<file path="config.mk">
export PLATFORM = sky130hd
export DESIGN_NAME = sign_mag_accumulator_flat
export DESIGN_NICKNAME = d
export VERILOG_FILES = /design/src/rtl/sign_mag_accumulator_if.sv /design/src/rtl/sign_mag_accumulator.sv /design/src/flat_wrapper.sv
export SDC_FILE = /design/constraint.sdc
export NUM_CORES = 1
export LEC_CHECK = 0
export ABC_AREA = 1
export CAP_MARGIN = 10
export CORE_ASPECT_RATIO = 0.8
export CORE_MARGIN = 5
export CORE_UTILIZATION = 39
export CTS_CLUSTER_SIZE = 20
export DETAILED_ROUTE_END_ITERATION = 10
export PLACE_DENSITY_LB_ADDON = 0.2
export SYNTH_ARGS = -nofsm -noshare
export SYNTH_HDL_FRONTEND = slang
export SYNTH_SLANG_ARGS = --single-unit
</file>
<file path="constraint.sdc">
create_clock -name clk_i -period 4.28 [get_ports clk_i]
set_input_delay 0.856 -clock clk_i [delete_from_list [all_inputs] [get_ports clk_i]]
set_output_delay 0.856 -clock clk_i [all_outputs]
set_load 0.05 [all_outputs]
</file>
<file path="src/rtl/sign_mag_accumulator_if.sv">
// rtl/sign_mag_accumulator_if.sv - sample input and result output handshake bundle
interface sign_mag_accumulator_if #(
  parameter int WIDTH = 4,
  parameter int ACC_W = 8
);
  logic [WIDTH-1:0] in_data;
  logic             in_valid;
  logic             in_ready;
  logic [ACC_W-1:0] out_data;
  logic             out_valid;
  logic             out_ready;

  // upstream producer / downstream consumer side
  modport master (
    output in_data, in_valid, out_ready,
    input  in_ready, out_data, out_valid
  );

  // accumulator side
  modport slave (
    input  in_data, in_valid, out_ready,
    output in_ready, out_data, out_valid
  );
endinterface

</file>
<file path="src/rtl/sign_mag_accumulator.sv">
// rtl/sign_mag_accumulator.sv - sums SAMPLES sign-magnitude inputs into one sign-magnitude result; SM_ACC_SATURATE_EN selects clamping adds
module sign_mag_accumulator #(
  parameter int WIDTH   = 4,
  parameter int ACC_W   = 8,
  parameter int SAMPLES = 4
) (
  input  logic                  clk_i,
  input  logic                  rst_i,
  sign_mag_accumulator_if.slave bus
);

  if (ACC_W < WIDTH) begin : g_bad_acc_w
    $error("ACC_W must be >= WIDTH");
  end
  if (SAMPLES < 1) begin : g_bad_samples
    $error("SAMPLES must be >= 1");
  end

  localparam int CNT_W = $clog2(SAMPLES + 1);
  localparam logic [CNT_W-1:0] LAST_CNT = CNT_W'(SAMPLES - 1);
  // magnitude of the most negative input code (sign=1, mag=0)
  localparam logic [ACC_W:0] NEG_FULL = (ACC_W + 1)'(1) << (WIDTH - 1);

  typedef enum logic {
    ACCUM = 1'b0,
    HOLD  = 1'b1
  } state_t;

  state_t           state_q, state_d;
  logic [ACC_W-1:0] acc_q, acc_d;
  logic [CNT_W-1:0] cnt_q, cnt_d;
  logic [ACC_W-1:0] out_q, out_d;

  logic             in_sign;
  logic [WIDTH-2:0] in_mag;
  logic [ACC_W:0]   mag_ext;
  logic [ACC_W:0]   dec_val;
  logic [ACC_W:0]   sum;
  logic [ACC_W-1:0] acc_next;
  logic [ACC_W-1:0] enc_val;
  logic             xfer;

  assign in_sign = bus.in_data[WIDTH-1];
  assign in_mag  = bus.in_data[WIDTH-2:0];
  assign mag_ext = {{(ACC_W + 2 - WIDTH){1'b0}}, in_mag};

  // decode the sample and add it to the sign-extended accumulator at ACC_W+1 bits
  always_comb begin
    dec_val = mag_ext;
    if (in_sign) begin
      dec_val = (in_mag == '0) ? -NEG_FULL : -mag_ext;
    end
    sum = {acc_q[ACC_W-1], acc_q} + dec_val;
  end

`ifdef SM_ACC_SATURATE_EN
  localparam logic [ACC_W:0] SAT_MAX = {2'b00, {(ACC_W - 1){1'b1}}};
  localparam logic [ACC_W:0] SAT_MIN = -SAT_MAX;

  // clamp to the symmetric range so the result never encodes as negative zero
  always_comb begin
    acc_next = sum[ACC_W-1:0];
    if ($signed(sum) > $signed(SAT_MAX)) begin
      acc_next = SAT_MAX[ACC_W-1:0];
    end else if ($signed(sum) < $signed(SAT_MIN)) begin
      acc_next = SAT_MIN[ACC_W-1:0];
    end
  end
`else
  logic unused_sum_msb;
  assign unused_sum_msb = sum[ACC_W];

  // modulo-2^ACC_W wrap
  always_comb begin
    acc_next = sum[ACC_W-1:0];
  end
`endif

  // two's complement total -> sign-magnitude; the most negative total becomes sign=1, mag=0
  always_comb begin
    enc_val = acc_next;
    if (acc_next[ACC_W-1]) begin
      enc_val = {1'b1, -acc_next[ACC_W-2:0]};
    end
  end

  assign xfer = bus.in_valid && (state_q == ACCUM);

  // next-state and datapath control for the ACCUM/HOLD handshake
  always_comb begin
    state_d = state_q;
    acc_d   = acc_q;
    cnt_d   = cnt_q;
    out_d   = out_q;
    case (state_q)
      ACCUM: begin
        if (xfer) begin
          if (cnt_q == LAST_CNT) begin
            out_d   = enc_val;
            acc_d   = '0;
            cnt_d   = '0;
            state_d = HOLD;
          end else begin
            acc_d = acc_next;
            cnt_d = cnt_q + CNT_W'(1);
          end
        end
      end
      HOLD: begin
        if (bus.out_ready) begin
          state_d = ACCUM;
        end
      end
      default: state_d = ACCUM;
    endcase
  end

  // state and datapath registers with synchronous reset
  always_ff @(posedge clk_i) begin
    if (rst_i) begin
      state_q <= ACCUM;
      acc_q   <= '0;
      cnt_q   <= '0;
      out_q   <= '0;
    end else begin
      state_q <= state_d;
      acc_q   <= acc_d;
      cnt_q   <= cnt_d;
      out_q   <= out_d;
    end
  end

  assign bus.in_ready  = (state_q == ACCUM) && !rst_i;
  assign bus.out_valid = (state_q == HOLD);
  assign bus.out_data  = out_q;

endmodule

</file>
<file path="src/flat_wrapper.sv">
// flat-port wrapper written by rule: the top's interface ports become plain ports
module sign_mag_accumulator_flat 
#(
  parameter int WIDTH   = 4,
  parameter int ACC_W   = 8,
  parameter int SAMPLES = 4
)
  (clk_i, rst_i, bus_in_data, bus_in_valid, bus_out_ready, bus_in_ready, bus_out_data, bus_out_valid);
  sign_mag_accumulator_if #(.WIDTH(WIDTH), .ACC_W(ACC_W)) bus_i ();
  input  logic clk_i;
  input  logic rst_i;
  input wire logic [$bits(bus_i.in_data)-1:0] bus_in_data;
  input wire logic [$bits(bus_i.in_valid)-1:0] bus_in_valid;
  input wire logic [$bits(bus_i.out_ready)-1:0] bus_out_ready;
  output wire logic [$bits(bus_i.in_ready)-1:0] bus_in_ready;
  output wire logic [$bits(bus_i.out_data)-1:0] bus_out_data;
  output wire logic [$bits(bus_i.out_valid)-1:0] bus_out_valid;
  assign bus_i.in_data = bus_in_data;
  assign bus_i.in_valid = bus_in_valid;
  assign bus_i.out_ready = bus_out_ready;
  assign bus_in_ready = bus_i.in_ready;
  assign bus_out_data = bus_i.out_data;
  assign bus_out_valid = bus_i.out_valid;
  sign_mag_accumulator #(.WIDTH(WIDTH), .ACC_W(ACC_W), .SAMPLES(SAMPLES)) u_core (.clk_i(clk_i), .rst_i(rst_i), .bus(bus_i));
endmodule
</file>
# After elaboration in Yosys (flattened, before gate mapping)
# Cells that the tools add are included.
dict set report word_totals {
  regBits 20
  in_bits 8
  output_inout_bits 10
  wordCells 25
}
dict set report op_classes {
  n_addsub 4
  eq_ne 1
  muxes 9
  bitwise_logic 1
  reduce_logical 6
}
# cell n
set op_table {}
lappend op_table {{8-bit two-way mux} 4}
lappend op_table {{8-bit adder} 1}
lappend op_table {{3-bit negation with 8-bit output} 1}
lappend op_table {{7-bit negation} 1}
lappend op_table {{3-bit by 1-bit adder with 3-bit output (second input constant)} 1}
lappend op_table {{3-bit by 2-bit equality test with 1-bit output (second input constant)} 1}
lappend op_table {{3-bit logical NOT} 1}
lappend op_table {{1-bit two-way mux} 3}
lappend op_table {{3-bit two-way mux} 1}
lappend op_table {{3-bit AND reduction} 1}
lappend op_table {{1-bit logical AND} 2}
lappend op_table {{1-bit one-hot mux with 2 select lines} 1}
lappend op_table {{2-bit AND reduction} 1}
lappend op_table {{1-bit logical NOT} 1}
lappend op_table {{1-bit NOT} 1}

# Longest topological paths before layout
# Gate-level depths: netlist of run 1.
dict set report depth {
  word_depth 6
  mapped_depth 21
  ltp_nobuf 21
}

# Least setup slack after synthesis of run 1
# Ideal clock, no wire load.
dict set report synth_path {
  path_kind {input-to-reg}
  startpoint {in bus_in_data[0]}
  endpoint {reg u_core.out_q[6] (netlist: u_core.bus.out_data[6])}
  setup_ns 0.118
  arrival_ns 2.928
  t_required_ns 4.162
  setup_slack_ns 1.234
  stages 17
  path_cell_list {inv_1 ha_1 ha_1 a21oi_1 ha_1 inv_1 fa_1 ha_1 inv_1 nor2_1 nand3_1 nor2_1 nand2_1 nand3_1 nand2_1 nor2_1 nor2_1}
}
dict set report synth_between {
  elab_chain_cells 6
  elab_cells_between_ends 7
  classes_between {add/sub (3); mux (3); reduce/logical (1)}
}
# element line_no
set synth_rtl {}
lappend synth_rtl {{start, declared} flat_wrapper.sv:12} ;# input wire logic [$bits(bus_i.in_data)-1:0] bus_in_data;
lappend synth_rtl {{3-bit negation with 8-bit output / 3-bit logical NOT (equally long branches)} sign_mag_accumulator.sv:51} ;# dec_val = (in_mag == '0) ? -NEG_FULL : -mag_ext;
lappend synth_rtl {{8-bit two-way mux} sign_mag_accumulator.sv:51}
lappend synth_rtl {{8-bit two-way mux (*)} sign_mag_accumulator.sv:50} ;# if (in_sign) begin
lappend synth_rtl {{8-bit adder (*)} sign_mag_accumulator.sv:53} ;# sum = {acc_q[ACC_W-1], acc_q} + dec_val;
lappend synth_rtl {{7-bit negation} sign_mag_accumulator.sv:83} ;# enc_val = {1'b1, -acc_next[ACC_W-2:0]};
lappend synth_rtl {{8-bit two-way mux (*)} sign_mag_accumulator.sv:82} ;# if (acc_next[ACC_W-1]) begin
lappend synth_rtl {{end signal, assigned} sign_mag_accumulator.sv:129} ;# out_q <= out_d;
lappend synth_rtl {{end, declared} sign_mag_accumulator.sv:32} ;# logic [ACC_W-1:0] out_q, out_d;
# Mark *: on every way between the ends. The rest lies on a longest branch, timed or not.
# A chain may end at the register's enable or synchronous reset.

# Worst setup path in the final report of run 1
# Same ends and word-level chain as after synthesis.

==> results.md, run 1 <==
- Max Freq: 288.3 MHz
- Worst reg-to-reg path cell count: 13
- WHS Endpoint: u_core.acc_q[2]
- Post-synth top cells: nand2_1, inv_1, nor2_1
- # rows: 19
- Port Buffers: 17
- CP Launch Type: input port
- Initial core utilization: 0.4132
- Layout area overhead: 16.61%
- Crit path max-delay cell type: fa_1
- RSZ-0062 raised after global routing: no
- Placer Congestion: between 0.8 and 0.9
- Routed length per instance: 10.76 um
- Top area cells in the synthesized netlist: dfxtp_1, nand2_1, inv_1, ha_1, nand3_1
- Seq cells post-synth: 20
- Top_reg_cell synth: dfxtp_1
- Final setup violating endpoints: 0
- Clock transition at the registers of the reported paths: around 0.08 ns
- Slew Limit Fails: 0
- Global Route Usage Sum: 0.1313
- CTS root buf: clkbuf_8
- Synth Warn #: 0
- Post-synthesis cell area: 1454 um2
- Syn_nets: 249
- Core ar.: roughly 3500 um2
- Vias in the first global route: approximately 1200
- IO Count: 18
- Final period utilization: 0.8104
- Min cycle time layout: 3.468 ns
- Post-synth EDFFs: 0
- Final ANT Viol Nets: 0
- PostCTS Resize Cnt: 0
- GR Layer Usage met3: 0.04017
- DPL Wire Length: 2.405 mm
- Least-Margin Pin Slew: 0.5020 ns
- First-pass GRT wire length: 5.471 mm
- R2R Setup Slk: 2.15 ns
- Dpl ws: 0.5197 ns
- First drt pass iteration count: 4
- First DRT Iteration DRCs: 61
- Hold depth: 2
- Min-delay worst type: flop to flop
- Static Leak: about 0.88 nW
- Peak supply drop: 0.0001757 V
- Initial antenna violation count: 0
- Hold Path Origin: u_core.acc_q[2]
- Busiest grt layer: met2
- Post-synthesis cell count: ~230
- Number of vias per cell: 4.829
- Status: finished, final reports clean
- CP startpoint: bus_in_data[0]
- Ys async rst share: 0
- Fillcell total: 366
- Most common cell in the netlist: nand2_1
- MaxCap Viol Count: 0
- Yosys top cell by area: dfxtp_1
- Share of cells above drive strength 1: 0.07787
- Mean post-synth cell area: between 6 and 7 um2
- Met1 GRT Util: 0.1836
- CTS H-Tree Depth: 1
- Setup bufs post-CTS: 0
- Die height: between 60 and 70 um
- Nets: 265
- RR Startpoint: u_core.acc_q[0]
- Clock skew: 0.006468 ns
- Final Hold Violating Endpoints: 0
- Pwr Total: 0.5508 mW
- Largest net degree at the start of global routing: 17
- Yosys cell types: 23
- Crit-path cells: clkdlybuf4s50_1 -> inv_1 -> ha_1 -> ha_1 -> a21oi_1 -> ha_1 -> inv_1 -> fa_1 -> ha_1 -> inv_1 -> nor2_1 -> nand3_1 -> nor2_1 -> nand2_1 -> nand3_1 -> nand2_1 -> nor2_1 -> nor2_1
- Clock Sinks: 20
- Final wirelength: 3.077 mm
- Pwr Density: about 320 nW/um2
- CP top delay family: adder cells
- DIE WIDTH: a little under 80 um
- Share of Yosys cell area claimed by the top area cell type: 0.2754
- Slew HR: 0.6643
- Setup TNS: 0 ns
- Grt total ovfl: 0
- # diodes: 0
- Worst EP arrival: ~3.6 ns
- Worst Setup Path Type: input port to flop
- R2r endpoint: u_core.bus.out_data[6]
- Final Worst Setup Slack: 0.8116 ns
- Later-pin clock latency in the skew report: approximately 0.26 ns
- CTS Buffer Depth: 2
- Number of remaining DRC errors: 0
- CP Buf/Inv Count: 4
- CTS tree: done
- Max stage delay on crit path: 0.53 ns
- Total CTS buffers: 3
- DIE AREA: 5057 um2
- Post-CTS Hold Buffers: 0
- Worst Path Max Fanout: 3
- Share of the yosys chip area belonging to registers: 0.2754
- Crit path required time: 4.44 ns
- Via Count: 1381
- Met2 GRT Util: 0.2041
- CP Capture Type: flop
-- metrics by stage --
stage,hold slack (ns),instance area [um2],util,instances
detailed placement,0.4665,1640,0.4662,282
global route,0.4990,1695,0.4819,286
floorplan,0.4425,1454,-,229
global placement,0.4626,1640,0.4662,282
CTS,0.4785,1695,0.4819,286
finish,0.4762,1695,0.4819,286
-- layout by cell type (no fill, tap or decap) --
master and n:
nand3_1 19, ha_1 11, a21oi_1 15, inv_1 38, clkdlybuf4s50_1 17, nor2_2 3
xor2_1 2, fa_1 1, a31oi_1 1, nand3_2 3, o21ai_0 6, dfxtp_1 20
a211oi_1 1, nor2_1 24, a21oi_2 1, inv_2 1, nor3_2 1, buf_4 1
o211ai_1 4, nand2_1 63, clkbuf_8 4, nand2_2 5, nand4_1 3
-- power breakdown --
group          total (mW)  leakage [nW]  switching, mW  internal [mW]
registers           0.206         0.163        0.00734          0.198
logic               0.198         0.685          0.127         0.0713
clock network       0.147        0.0288         0.0647         0.0820
-- per-layer routing --
metal,up-vias,share of wire
met5,-,0
met3,2,0.082
met2,35,0.43
met1,595,0.49
li1,749,-
met4,0,0.0045
-- worst min-delay path, stage by stage (launching register included) --
cell and delay (ns):
dfxtp_1 0.31, nand2_1 0.06, a21oi_1 0.06
-- worst max-delay path by stage --
stage                        endpoint  slack, ns  depth (start not counted)
3_3_place_gp   u_core.bus.out_data[6]       0.59                         18
5_1_grt        u_core.bus.out_data[6]       0.57                         18
6_report       u_core.bus.out_data[6]       0.81                         18
2_1_floorplan  u_core.bus.out_data[6]       1.23                         17
4_1_cts        u_core.bus.out_data[6]       0.79                         18
3_5_place_dp   u_core.bus.out_data[6]       0.52                         18
-- cells by family (layout without fill, tap and decap cells) --
kind of cell	count (synthesis)	in the layout	share of synthesized area
and+or+nand+nor	121	121	0.3649
xor gates and xnor gates	2	2	0.01205
buffers and inverters	46	61	0.1308
DFF	20	20	0.2754
adders and majority gates	12	12	0.1084
AOI/OAI and AO/OA	28	28	0.1084
-- area by class of cell --
cell class | count | area (um2) | share of cell area
Clock buffer | 4 | 55.05 | 0.03247
Inverter | 39 | 146.4 | 0.08635
Multi-Input combinational cell | 163 | 863.3 | 0.5092
Sequential cell | 20 | 400.4 | 0.2362
Tap cell | 42 | 52.55 | 0.03100
Timing Repair Buffer | 18 | 177.7 | 0.1048
-- flip-flops by register name, summed over array words and instances, names as in the netlist --
name / flops
u_core.bus.out_data: 8
u_core.bus.out_valid: 1
u_core.cnt_q: 3
u_core.acc_q: 8
Power figures use the tool's default switching activity.
==> run 2: changes to the inputs <==
clock period = 3.3 ns   (was 4.28 ns; I/O delays follow)
==> results.md, run 2 (synthesis gave the netlist of run 1 again) <==
- Global Route Usage Sum: 0.1471 (+0.01581)
- Max Freq: 325.9 MHz
- Final wirelength: 3.333 mm (+8.3%)
- Crit path required time: 3.46 ns (-0.98 ns)
- Routed length per instance: 10.86 um (+0.91%)
- Grt total ovfl: 0 (unchanged)
- Clk pwr share: 0.218 (-0.048)
- Max stage delay on crit path: 0.58 ns (+0.05 ns)
- Layout area overhead: 28.83%
- Worst EP arrival: 3.23 ns (-0.40 ns)
- R2r endpoint: u_core.bus.out_data[5]
- Most common cell after layout, fill and taps aside: nand2_1
- Largest net degree at the start of global routing: 17 (unchanged)
- Later-pin clock latency in the skew report: 0.26 ns (about the same)
- DIE WIDTH: 78.27 um (unchanged)
- Total CTS buffers: 3 (unchanged)
- CP top delay family: adder cells
- CTS root buf: clkbuf_8
- Number of remaining DRC errors: 0 (unchanged)
- Initial antenna violation count: 0 (unchanged)
- Worst Setup Path Type: input port to flop
- Hold Path Origin: u_core.acc_q[5]
- Switching power: 0.2707 mW (+36%)
- Crit-path cells: clkdlybuf4s50_1 -> inv_1 -> ha_4 -> a21oi_2 -> ha_2 -> inv_2 -> fa_1 -> buf_4 -> inv_1 -> nor3_2 -> nand3_1 -> nand3_2 -> nand2_1 -> nor2_1 -> nor2_1
- Final Hold Violating Endpoints: 0 (unchanged)
- Clock Sinks: 20 (unchanged)
- Final ANT Viol Nets: 0 (unchanged)
- Pwr Total: 0.7507 mW (+36%)
- Most frequent cells in the layout: nand2_1, inv_1, nor2_1, buf_4, dfxtp_1
- WHS: 0.4762 ns (+0.000007000 ns)
- DPL Wire Length: 2.564 mm (+6.6%)
- CP Capture Type: flop
- Final Cell Area: 1873 um2 (+10%)
- Initial core utilization: 0.4132 (unchanged)
- DIE AREA: 5057 um2 (unchanged)
- Static Leak: 0.9864 nW (+12%)
- CTS Buffer Depth: 2 (unchanged)
- Post-route insts no fill: 307 (+7.3%)
- Worst Path Max Fanout: 3 (unchanged)
- WHS Endpoint: u_core.acc_q[5]
- Pwr Density: 400.8 nW/um2 (+23%)
- IO Count: 18 (unchanged)
- Final setup violating endpoints: 0 (unchanged)
- # diodes: 0 (unchanged)
- Die height: 64.61 um (unchanged)
- MaxCap Viol Count: 0 (unchanged)
- Sequential share of power: 0.357 (-0.016)
- Least-Margin Pin Slew: 0.4952 ns (-0.006775 ns)
- Via Count: 1472 (+6.6%)
- Vias in the first global route: 1308 (+6.3%)
- DP Area: 1780 um2 (+8.5%)
- Status: finished, final reports clean
- Pint: 0.4800 mW (+37%)
- Comb power frac: 0.426 (+0.066)
- RR Startpoint: u_core.acc_q[0]
- Nets: 287 (+8.3%)
- Hold depth: 2 (unchanged)
- Clock skew: 0.008264 ns (+0.001796 ns)
- First DRT Iteration DRCs: 116 (+90%)
- Slew Limit Fails: 0 (unchanged)
- Port Buffers: 17 (unchanged)
- Setup TNS: 0 ns (unchanged)
- Crit path max-delay cell type: fa_1
- First drt pass iteration count: 4 (unchanged)
- Net Sw Frac: 0.3606 (-0.001099)
- Placer Congestion: 0.8241 (+2.6%)
- Core ar.: 3518 um2 (unchanged)
- R2R Setup Slk: 1.17 ns (-0.98 ns)
- CP Launch Type: input port
- RSZ-0062 raised after global routing: no
- Number of vias per cell: 4.795 (-0.70%)
- Share of cells above drive strength 1: 0.1849 (+0.1070)
- Min-delay worst type: flop to flop
- CTS H-Tree Depth: 1 (unchanged)
- Min cycle time layout: around 3.1 ns
- # rows: 19 (unchanged)
- # placed instances: 301 (+6.7%)
- First-pass GRT wire length: 6.044 mm (+10%)
- CP Buf/Inv Count: 5 (+1)
- Clock transition at the registers of the reported paths: 0.08 ns (about the same)
- Final period utilization: 0.9299
- CTS tree: done
- Worst reg-to-reg path cell count: 11 (-2)
- Slew HR: 0.6688 (+0.004530)
- Peak supply drop: 0.0002045 V (+16%)
==> run 2: cell count changes in the layout (fill, tap and decap cells not counted) <==
cell             before  now
buf_4                 1   24
ha_1                 11    7
clkdlybuf4s50_1      17   14
ha_2                  0    3
inv_1                38   35
inv_2                 1    4
dlymetal6s2s_1        0    2
a21oi_1              15   14
a21oi_2               1    2
clkbuf_8              4    3
ha_4                  0    1
==> run 2: cell type report <==
type / instances / area [um2]
sequential: 20 / 400.4
tap: 42 / 52.55
inverter: 39 / 146.4
multi-input combinational: 163 / 887.1
fill: 360 / 1645
clock buffer: 3 / 41.29
timing repair buffer: 40 / 345.3
==> run 2: what timing repair did <==
item	CTS	global route
setup buffers	0	3
endpoints found under the setup margin	0	7
resized for setup	0	11
hold endpoints to repair	0	0
hold buffers	0	0
==> run 2: power groups by stage <==
stage,Combinational [mW],Sequential [mW],Clock (mW)
final,0.319,0.268,0.164
after global routing,0.363,0.270,0.179
after CTS,0.307,0.268,0.170
after detailed placement,0.305,0.273,0
after global placement,0.302,0.273,0
after floorplan,0.202,0.281,0
==> run 2: how the worst max path moves through the flow <==
stage,start,to,cells past startpoint
final,bus_in_data[2],u_core.bus.out_data[5],15
after global placement,bus_in_data[0],u_core.bus.out_data[6],18
after floorplan,bus_in_data[0],u_core.bus.out_data[6],17
after detailed placement,bus_in_data[0],u_core.bus.out_data[6],18
after CTS,bus_in_data[0],u_core.bus.out_data[6],18
after global routing,bus_in_data[2],u_core.bus.out_data[6],17
==> run 2: metal layers <==
metal  part of all wire  global-route usage  vias to the layer above  wire length (um)
met5                  0                   0                        -                 0
met4             0.0039             0.01965                        0                13
met3              0.047             0.03601                        2               158
met2               0.41              0.2276                       25              1376
met1               0.54              0.2128                      649              1784
li1                   -                   -                      796                 -
==> run 2: tightest hold or removal path, cell delays in order, from the launching register on <==
cell and delay [ns]:
dfxtp_1 0.32, nand2_1 0.06, a21oi_1 0.05
==> run 2: through the flow <==
| step | setup WS, ns | utilization |
|---|---|---|
| after global placement | -0.1138 | 0.5060 |
| after detailed placement | -0.1605 | 0.5060 |
| after global routing | 0.05603 | 0.5324 |
| after floorplan | 0.4503 | - |
| final | 0.2315 | 0.5324 |
| after CTS | 0.1187 | 0.5178 |
==> run 3: changes to the inputs <==
==> constraint.sdc (replaced) <==
create_clock -name clk_i -period 3.3 [get_ports clk_i]
set_input_delay 0.495 -clock clk_i [delete_from_list [all_inputs] [get_ports clk_i]]
set_output_delay 0.495 -clock clk_i [all_outputs]
set_load 0.05 [all_outputs]
==> results.md, run 3 (synthesis gave the netlist of run 1 again) <==
- RSZ-0062 raised after global routing: no
- Number of vias per cell: 4.741 (-1.1%)
- Port Buffers: 17 (unchanged)
- Number of remaining DRC errors: 0 (unchanged)
- Grt total ovfl: 0 (unchanged)
- Crit path required time: 3.46 ns (about the same)
- Worst EP arrival: 3.18 ns (-0.05 ns)
- Final period utilization: 0.9171 (-0.01279)
- Routed length per instance: 10.80 um (-0.50%)
- Final setup violating endpoints: 0 (unchanged)
- DPL Wire Length: 2.525 mm (-1.5%)
- CTS root buf: clkbuf_8
- Slew Limit Fails: 0 (unchanged)
- Max Freq: 330.4 MHz (+1.4%)
- Highest metal used: met4
- Global Route Usage Sum: 0.1363 (-0.01076)
- Final Hold Violating Endpoints: 0 (unchanged)
- Status: finished, final reports clean
- Final wirelength: 3.176 mm (-4.7%)
- Clock skew: 0.001637 ns (-0.006627 ns)
- DIE WIDTH: 78.27 um (unchanged)
- MaxCap Viol Count: 0 (unchanged)
- Nets: 273 (-4.9%)
- Met1 Routed Length: 1.704 mm (-4.5%)
- First DRT Iteration DRCs: 48 (-59%)
- Pwr Total: 0.7344 mW (-2.2%)
- Worst Setup Path Type: input port to flop
- Initial antenna violation count: 0 (unchanged)
- Later-pin clock latency in the skew report: 0.26 ns (about the same)
- DP Area: 1700 um2 (-4.5%)
- CTS Buffer Depth: 2 (unchanged)
- Met2 WL: 1.362 mm (-1.0%)
- Static Leak: 0.9177 nW (-7.0%)
- Placer Congestion: 0.8117 (-1.5%)
- Final Cell Area: 1760 um2 (-6.0%)
- Die height: 64.61 um (unchanged)
- CTS H-Tree Depth: 1 (unchanged)
- Share of cells above drive strength 1: 0.1071 (-0.07776)
- Total CTS buffers: 3 (unchanged)
- Most frequent cells in the layout: nand2_1, inv_1, nor2_1
- CTS tree: done
- Pwr Density: 417.2 nW/um2 (+4.1%)
- Min cycle time layout: 3.026 ns (-0.04221 ns)
- Routed wl met3: 96 um (-39%)
- DIE AREA: 5057 um2 (unchanged)
- Worst Path Max Fanout: 5 (+2)
- Peak supply drop: 0.0002283 V (+12%)
- Slew HR: 0.6664 (-0.002382)
- Post-route insts no fill: 294 (-4.2%)
- Layout area overhead: 21.08%
- Core ar.: 3518 um2 (unchanged)
- Max stage delay on crit path: 0.47 ns (-0.11 ns)
- Via Count: 1394 (-5.3%)
- # placed instances: 290 (-3.7%)
- CP Capture Type: flop
- Min-delay worst type: flop to flop
- Clock transition at the registers of the reported paths: 0.08 ns (about the same)
- Post-CTS Hold Buffers: 0 (unchanged)
- Crit path max-delay cell type: clkdlybuf4s50_1
- Largest net degree at the start of global routing: 17 (unchanged)
- Initial core utilization: 0.4132 (unchanged)
- # rows: 19 (unchanged)
- CP Launch Type: input port
- Clock Sinks: 20 (unchanged)
- Final ANT Viol Nets: 0 (unchanged)
- # diodes: 0 (unchanged)
- First drt pass iteration count: 4 (unchanged)
- Crit-path cells: clkdlybuf4s50_1 -> inv_1 -> ha_1 -> ha_1 -> buf_4 -> nor2_1 -> nand2_1 -> nand2_1 -> inv_1 -> ha_1 -> nand2_1 -> inv_1 -> o21ai_0 -> nand3_1 -> nand2_1 -> nand2_1 -> nand3_1 -> nand2_1 -> nor2_1 -> nor2_1
- First-pass GRT wire length: 5.658 mm (-6.4%)
- IO Count: 18 (unchanged)
- Vias in the first global route: 1285 (-1.8%)
- Least-Margin Pin Slew: 0.4988 ns (+0.003563 ns)
- Most common cell after layout, fill and taps aside: nand2_1
- Most frequent CP cell: nand2_1
## run 3: cell count changes in the layout (fill, tap and decap cells not counted), moves of 2 or more
cell             change
dlymetal6s2s_1       -2
ha_1                 +4
ha_2                 -3
inv_1                +3
inv_2                -3
buf_4               -15
clkdlybuf4s50_1      +3
## run 3: routing by layer
metal  vias to the layer above  GRT usage
li1                        773          -
met1                       602     0.1914
met2                        15     0.2212
met3                         4    0.03324
met4                         0    0.01310
met5                         -          0
## run 3: worst paths after layout
check / start / end / slack (ns) / depth (start not counted)
setup reg to reg: u_core.acc_q[0] / u_core.bus.out_data[5] / 1.29 / 11
setup / recovery: bus_in_data[0] / u_core.bus.out_data[6] / 0.27 / 20
hold / removal: u_core.acc_q[3] / u_core.acc_q[3] / 0.47 / 2
hold reg to reg: u_core.acc_q[3] / u_core.acc_q[3] / 0.47 / 2
## run 3: layout make-up
cell class / instances / area, um2
Multi-Input combinational cell: 163 / 868.3
Fill cell: 370 / 1758
Inverter: 39 / 146.4
Timing Repair Buffer: 26 / 237.7
Clock buffer: 4 / 55.05
Sequential cell: 20 / 400.4
Tap cell: 42 / 52.55
## run 3: metrics by stage
step                       TNS, ns  hold WS, ns  setup slack (ns)    util
after detailed placement  -0.06872       0.4656          -0.04778  0.4833
after global placement           0       0.4611           0.01494  0.4833
after global routing             0       0.5010           0.01290  0.5004
after CTS                        0       0.4776            0.2221  0.4989
after floorplan                  0       0.4425            0.6153       -
final                            0       0.4737            0.2737  0.5004
## run 3: worst max-delay path, delay by kind of cell
family	cells	cell delay, ns
AOI/OAI and AO/OA	1	0.23
adders and majority gates	3	0.74
buffers and inverters	5	0.81
and+or+nand+nor	11	0.92
## run 3: power by group
part           internal [mW]  total, mW  switching (mW)  leakage, nW
Combinational          0.108      0.278           0.170        0.726
Sequential             0.257      0.267         0.00969        0.163
Clock                  0.106      0.190          0.0838       0.0288
Total                  0.471      0.734           0.263        0.918
## run 3: repair_timing
| item | 4_1_cts | 5_1_grt |
|---|---|---|
| gates resized for setup | 0 | 1 |
| endpoints found under the setup margin | 0 | 2 |
| setup buffers | 0 | 0 |
